--- src/rtl/div_share_ctrl.sv ---
// ============================================================================
// Module      : div_share_ctrl
// Description : Round-robin sequencer sharing one Run/Rdy divider between two
//               requesters. Optional macro DIV_ZERO_BYPASS_EN answers x/0
//               locally without launching the divider.
// Revision    : 1.0 - initial release
// ============================================================================
`default_nettype none

module div_share_ctrl #(
  parameter int WIDTH   = 32,
  parameter int TIMEOUT = 64,
  parameter int CNT_W   = 7
) (
  input  logic             clk,
  input  logic             Rst,
  input  logic [1:0]       req_valid,
  output logic [1:0]       req_ready,
  input  logic [WIDTH-1:0] req0_dvnd,
  input  logic [WIDTH-1:0] req0_dvsr,
  input  logic [WIDTH-1:0] req1_dvnd,
  input  logic [WIDTH-1:0] req1_dvsr,
  output logic [1:0]       rsp_valid,
  input  logic [1:0]       rsp_ready,
  output logic [WIDTH-1:0] rsp_q,
  output logic [WIDTH-1:0] rsp_r,
  output logic             rsp_err,
  output logic [WIDTH-1:0] div_dvnd,
  output logic [WIDTH-1:0] div_dvsr,
  output logic             div_run,
  output logic             div_rst,
  input  logic             div_rdy,
  input  logic [WIDTH-1:0] div_q,
  input  logic [WIDTH-1:0] div_r
);

  typedef enum logic [2:0] {
    S_IDLE = 3'd0,
    S_CLR  = 3'd1,
    S_RUN  = 3'd2,
    S_WAIT = 3'd3,
    S_DONE = 3'd4
  } state_t;

  state_t             r_state;
  state_t             w_state_nxt;
  logic               r_owner;
  logic               r_last_grant;
  logic [WIDTH-1:0]   r_op_dvnd;
  logic [WIDTH-1:0]   r_op_dvsr;
  logic [WIDTH-1:0]   r_rsp_q;
  logic [WIDTH-1:0]   r_rsp_r;
  logic               r_rsp_err;
  logic [CNT_W-1:0]   r_cnt;

  logic               w_any;
  logic               w_grant;
  logic               w_bypass;
  logic               w_timeout;
  logic [WIDTH-1:0]   w_sel_dvnd;
  logic [WIDTH-1:0]   w_sel_dvsr;

  // On a tie the requester that did not win last time is served.
  assign w_any      = |req_valid;
  assign w_grant    = (req_valid == 2'b11) ? ~r_last_grant : req_valid[1];
  assign w_sel_dvnd = w_grant ? req1_dvnd : req0_dvnd;
  assign w_sel_dvsr = w_grant ? req1_dvsr : req0_dvsr;
  assign w_timeout  = (r_cnt == CNT_W'(TIMEOUT - 1));

`ifdef DIV_ZERO_BYPASS_EN
  assign w_bypass = (w_sel_dvsr == '0);
`else
  assign w_bypass = 1'b0;
`endif

  always_comb begin
    w_state_nxt = r_state;
    req_ready   = 2'b00;
    case (r_state)
      S_IDLE: begin
        if (w_any && Rst) begin
          req_ready   = w_grant ? 2'b10 : 2'b01;
          w_state_nxt = w_bypass ? S_DONE : S_CLR;
        end
      end
      S_CLR:  w_state_nxt = S_RUN;
      S_RUN:  w_state_nxt = S_WAIT;
      S_WAIT: begin
        if (div_rdy || w_timeout) begin
          w_state_nxt = S_DONE;
        end
      end
      S_DONE: begin
        if (rsp_ready[r_owner]) begin
          w_state_nxt = S_IDLE;
        end
      end
      default: w_state_nxt = S_IDLE;
    endcase
  end

  always_ff @(posedge clk or negedge Rst) begin
    if (!Rst) begin
      r_state      <= S_IDLE;
      r_owner      <= 1'b0;
      r_last_grant <= 1'b1;
      r_op_dvnd    <= '0;
      r_op_dvsr    <= '0;
      r_rsp_q      <= '0;
      r_rsp_r      <= '0;
      r_rsp_err    <= 1'b0;
      r_cnt        <= '0;
    end else begin
      r_state <= w_state_nxt;
      case (r_state)
        S_IDLE: begin
          if (w_any) begin
            r_owner      <= w_grant;
            r_last_grant <= w_grant;
            r_op_dvnd    <= w_sel_dvnd;
            r_op_dvsr    <= w_sel_dvsr;
            if (w_bypass) begin
              r_rsp_q   <= '1;
              r_rsp_r   <= w_sel_dvnd;
              r_rsp_err <= 1'b0;
            end
          end
        end
        S_RUN: r_cnt <= '0;
        S_WAIT: begin
          // A result arriving on the last watchdog cycle is still taken.
          if (div_rdy) begin
            r_rsp_q   <= div_q;
            r_rsp_r   <= div_r;
            r_rsp_err <= 1'b0;
          end else if (w_timeout) begin
            r_rsp_q   <= '0;
            r_rsp_r   <= '0;
            r_rsp_err <= 1'b1;
          end else begin
            r_cnt <= r_cnt + 1'b1;
          end
        end
        default: ;
      endcase
    end
  end

  assign rsp_valid = (r_state == S_DONE) ? (r_owner ? 2'b10 : 2'b01) : 2'b00;
  assign rsp_q     = r_rsp_q;
  assign rsp_r     = r_rsp_r;
  assign rsp_err   = r_rsp_err;
  assign div_dvnd  = r_op_dvnd;
  assign div_dvsr  = r_op_dvsr;
  assign div_run   = (r_state == S_RUN);
  assign div_rst   = ~Rst | (r_state == S_CLR);

endmodule

`default_nettype wire

--- config.mk ---
export PLATFORM = sky130hd
export DESIGN_NAME = div_share_ctrl
export DESIGN_NICKNAME = d
export VERILOG_FILES = /design/src/rtl/div_share_ctrl.sv
export SDC_FILE = /design/constraint.sdc
export NUM_CORES = 1
export LEC_CHECK = 0
export CORE_AREA = 2 2 130 132
export CTS_BUF_LIST = sky130_fd_sc_hd__clkbuf_8
export DETAILED_ROUTE_END_ITERATION = 10
export DIE_AREA = 0 0 132 134
export PLACE_DENSITY = 0.86
export SYNTH_ARGS = -nofsm -noshare
export SYNTH_HDL_FRONTEND = slang
export SYNTH_SLANG_ARGS = --single-unit
--- constraint.sdc ---
create_clock -name clk -period 2.1 [get_ports clk]
set_clock_uncertainty 0.15 [all_clocks]
set_input_delay 0.21 -clock clk [delete_from_list [all_inputs] [get_ports clk]]
set_output_delay 0.21 -clock clk [all_outputs]
set_load 0.01 [all_outputs]
**After elaboration in Yosys (flattened, before gate mapping)**

Index checks and enable logic that the tools add are counted.

- $add $sub $neg: 1
- Order comparisons: 1
- Equal/unequal tests: 11
- Multiplexer cells: 22
- Bitwise gates (word level): 3
- Reduce and logical (&&, ||, !) cells: 10

Operators by type and width:

| kind | count |
|---|---|
| two-way mux 32 bit | 5 |
| case mux 3 bit (5 select lines) | 1 |
| two-way mux 7 bit | 2 |
| case mux 7 bit (2 select lines) | 1 |
| two-way mux 2 bit | 5 |
| inequality test 2 bit, second input constant | 5 |
| two-way mux 3 bit | 3 |
| adder 7 x 1 -> 7 bit, second input constant | 1 |
| == test 7 x 6 -> 1 bit, second input constant | 1 |
| == test 3 x 2 -> 1 bit, second input constant | 2 |
| AND reduction 3 bit | 2 |
| two-way mux 1 bit | 5 |
| AND reduction 2 bit | 2 |
| nonzero test 2 bit | 2 |
| == test 3 x 1 -> 1 bit, second input constant | 1 |
| == test 3 bit, second input constant | 1 |
| zero test 3 bit | 1 |
| == test 2 bit, second input constant | 1 |
| less-than comparator 1 x 2 -> 1 bit, second input constant | 1 |
| inverter 1 bit | 2 |
| OR reduction 2 bit | 1 |
| logical AND 1 bit | 1 |
| logical OR 1 bit | 1 |
| OR 1 bit | 1 |

- Bits in registers: 141
- Output and inout bits: 135
- Word-level logic and storage cells: 57

**Logic depth before layout (Yosys ltp)**

- Depth after elaboration: 5
- Mapped depth: 8

**Least setup slack after synthesis**

No wires, ideal clock.

- Path kind: register to register
- Start point: register r_cnt[0]
- End point: register r_state[2]
- Arrival time: 1.549 ns
- Data required time: 1.823 ns
- Slack: 0.274 ns
- Cell stages (with the launch flop): 9
- Buffers on the path: 3
- Clock period less this slack: 1.826 ns
- Cell sequence: dfrtp_1 ha_1 and4b_1 buf_4 a21o_4 nand3_2 buf_6 buf_6 o21ai_0

- Word-level cells in the longest chain between the ends: 4

RTL lines:

| element | line | RTL |
|---|---|---|
| start: declaration | 54 | `logic [CNT_W-1:0] r_cnt;` |
| start signal: assignment | 141 | `r_cnt <= r_cnt + 1'b1;` |
| == test 7 x 6 -> 1 bit | 68 | `assign w_timeout = (r_cnt == CNT_W'(TIMEOUT - 1));` |
| logical OR 1 bit | 89 | `if (div_rdy \|\| w_timeout) begin` |
| inequality test 2 bit (no source line) | -- |  |
| AND reduction 3 bit (no source line) | -- |  |
| end signal: assignment | 114 | `r_state <= w_state_nxt;` |
| end: declaration | 45 | `state_t r_state;` |

Every way passes these cells.
A chain may end at the register's enable or synchronous reset.

**Worst setup path in the final report**

- Start point: register r_cnt[0]
- End point: register r_rsp_q[5] (netlist: rsp_q[5])

- Word-level cells in the longest chain between the ends: 3

RTL lines:

| element | line | RTL |
|---|---|---|
| == test 7 x 6 -> 1 bit | 68 |  |
| nonzero test 2 bit (no source line) | -- |  |
| AND reduction 2 bit (no source line) | -- |  |
| end signal: assignment | 133 | `r_rsp_q <= div_q;` |
| end: declaration | 51 | `logic [WIDTH-1:0] r_rsp_q;` |

Every way passes these cells.

==> reports/qor.yml <==
die:
  die_x_um: 132
  chipHeight_um: 134
  row_count: 47
  start_util_pct: 36.90
  io_pins: 334
  core-area_um2: 16290
  die_area_um2: 17690
timing:
  finalWorstSetupSlack_ns: 0.08933
  finalHoldViolCount: 0
  worst_slew_pin_slew_ns: 0.8634
  slew_headroom_pct: 42.44
  rsz0062_at_grt: "false"
  setup_viol: 0
  period_minus_slack_ns: 2.011
  finalMaxSlewViolations: 0
  max_freq_mhz: 497.3
  finalCritPeriodShare_pct: 95.75
  tns_ns: 0
yosys:
  syn_nets: 711
  synth_common_cells: "dfrtp_1 (140), a21oi_1 (71), nor2_1 (70)"
  yosysUniqueCellTypes: 38
  yosysTopAreaCellShare_pct: 58.28
  synth_warnings: 0
  netlist_instances: 511
  synth_edf_count: 0
  ys_seq_area_share_pct: 58.72
  synth_flop_cell: "dfrtp_1"
  yosysTopAreaCell: "dfrtp_1"
  synthTopCellsByArea: "dfrtp_1 (58%), mux2i_1 (11%), a22o_1 (9.3%)"
  yosysMostFrequentCell: "dfrtp_1"
  avgSynthCellArea_um2: 11.76
  async_flop_share_pct: 100.0
  ys_seq_elements: 141
  syn_area_um2: 6011
critical_path:
  start_kind: "flop"
  crit_path_end_kind: "flop"
  cpPeakStageDelay_ns: 0.43
  r2r_slack_ns: 0.09
  crit_buf_inv: 1
  crit_slowest_cell: "dfrtp_1"
  cp_cell_sequence: "ha_1 -> and4b_1 -> a21o_4 -> nand3_2 -> buf_12 -> a22o_1"
  critPathRequiredTime_ns: 2.31
  worst-path-max-fanout: 65
  path_depth: 6
  r2r_end: "rsp_q[5]$_DFFE_PN0P_"
  r2r_cells: 6
  crit_end: "rsp_q[5]$_DFFE_PN0P_"
  r2r-start: "r_cnt[0]$_DFFE_PN0P_"
  path_class: "flop to flop"
  cp.arrival_ns: 2.23
  crit_start: "r_cnt[0]$_DFFE_PN0P_"
  critPathTopFamily: "compound AO/OA/AOI/OAI gates"
cts:
  cts_max_level: 4
  clk-insertion-delay-late_ns: 0.43
  clockRootBuffer: "clkbuf_8"
  clkTransAtPathRegs_ns: 0.09
  cts_tree: "done"
  cts_sinks: 141
  tritoncts.num_buffers: 17
  cts.path.max_buffers: 2
pwr:
  power_density_nw_per_um2: 1376
  seq_power_share_pct: 34.5
  p_switching_w: 0.004766
  cellLeakagePower_nw: 4.365
  clock_power_share_pct: 18.8
  p_int_w: 0.009196
  finalPower_w: 0.01396
  swShare_pct: 34.14
  ir_drop_mv: 0.7297
  p_comb_share_pct: 46.6
hold_path:
  hold_class: "input port to async pin"
global_routing:
  grt_pass1_vias: 5506
  grt_max_degree: 71
  gr-usage-all-layers_pct: 21.48
  antenna_found_initial: 0
  grt_pass1_wl_mm: 29.95
  overflow: 0
finish:
  finalNonFillerCells: 1084
  syn_to_final_growth_pct: 68.78
  antenna_cells: 0
  drive_gt1_share_pct: 8.102
  postLayoutCellArea_um2: 10140
  final_nets: 1051
detailed_routing:
  first_pass_iters: 6
  drt_iter0_markers: 210
  routed_via_density: 4.987
  drc: 0
  dr_total_vias: 5406
  routed_wl_mm: 19.01
  post_drt_wl_per_cell_um: 17.54
  ant_nets: 0
placed_design:
  io_buffers: 333
  place.gp.congestion: 0.8047
  place_area_um2: 9612
  post-place-ws_ns: 0.08547
  dp_cells: 1045
  dp_hpwl_mm: 14.10
run_status:
  status: "finished clean"
flow_run:
  cap_violations: 0
-- worst min path at each step --
stage | startpoint | end
finish | Rst | r_last_grant$_DFFE_PN1P_
global route | Rst | r_last_grant$_DFFE_PN1P_
CTS | Rst | r_last_grant$_DFFE_PN1P_
detailed placement | Rst | r_owner$_DFFE_PN0P_
global placement | Rst | r_owner$_DFFE_PN0P_
floorplan | Rst | div_dvnd[0]$_DFFE_PN0P_
-- timing repair --
| action | 4_1_cts | 5_1_grt |
|---|---|---|
| hold endpoints to repair | 141 | 0 |
| resized for setup | 9 | 0 |
| buffers inserted | 5 | 0 |
| hold buffers | 2 | 0 |
| setup endpoints to repair | 6 | 0 |
-- through the flow --
stage	util (%)	hold WS (ns)
after floorplan	-	-0.2356
after global placement	59.01	-0.1459
after detailed placement	59.01	-0.1437
after CTS	62.28	0.1424
after global routing	62.28	0.1751
final	62.28	0.1945
-- cells by family (layout without fill, tap and decap cells) --
| family | count (synthesis) | count (layout) | synth area share, % |
|---|---|---|---|
| AO/OA/AOI/OAI | 152 | 152 | 17.38 |
| buffers and inverters | 44 | 397 | 4.683 |
| AND/OR/NAND/NOR | 108 | 108 | 8.160 |
| flip-flops | 141 | 141 | 58.72 |
| multiplexers | 65 | 65 | 10.85 |
| adder cells (fa/ha/maj) | 1 | 1 | 0.2081 |
-- placed cells by master, fill, tap and decap left out, types with 2 or more instances in the layout --
cell             Yosys  final
bufinv_16            0      5
clkbuf_8             0     18
clkinv_4             0      2
nand4_1              2      2
nor3_1               2      2
buf_4               13     18
a21oi_1             71     71
dfrtp_2              0      3
mux2i_1             64     64
nor2_1              70     70
and2_1               2      2
o211ai_1             4      4
a31oi_1              2      2
a22o_1              64     64
inv_1                5      5
dlygate4sd3_1        0      2
o21ai_0              4      4
nand2_1             14     14
nand3_1              6      6
buf_12               0      7
dfrtp_1            140    137
inv_6                0      3
nand4b_1             3      3
dlygate4sd2_1        0      6
inv_8                0      2
clkinvlp_4           0      2
clkdlybuf4s50_1      0    326
-- area by class of cell --
cell class                      instances  area [µm²]
Sequential cell                       141        3533
Clock inverter                         14       231.5
Timing Repair Buffer                  360        3622
Clock buffer                           18       247.7
Inverter                                5       18.77
Tap cell                              220       275.3
Fill cell                            1281        6145
Multi-Input combinational cell        326        2216
-- power groups by stage --
stage	logic (W)	clock network (W)	registers (W)
detailed placement	0.00648	0	0.00486
global placement	0.00634	0	0.00480
finish	0.00651	0.00263	0.00482
CTS	0.00658	0.00270	0.00482
global route	0.00702	0.00282	0.00498
floorplan	0.00244	0	0.00531
-- registers in the layout (all words and copies together), names as in the netlist --
name	cells
div_dvsr	32
r_state	3
r_last_grant	1
rsp_r	32
r_cnt	7
r_owner	1
rsp_err	1
rsp_q	32
div_dvnd	32
-- per-layer routing --
metal | wire length, µm | track usage (%)
met1 | 7561 | 26.21
met2 | 9282 | 35.21
met3 | 1701 | 7.823
met4 | 467 | 7.729
met5 | 0 | 0
No activity file was read; power rests on OpenSTA's default activity.
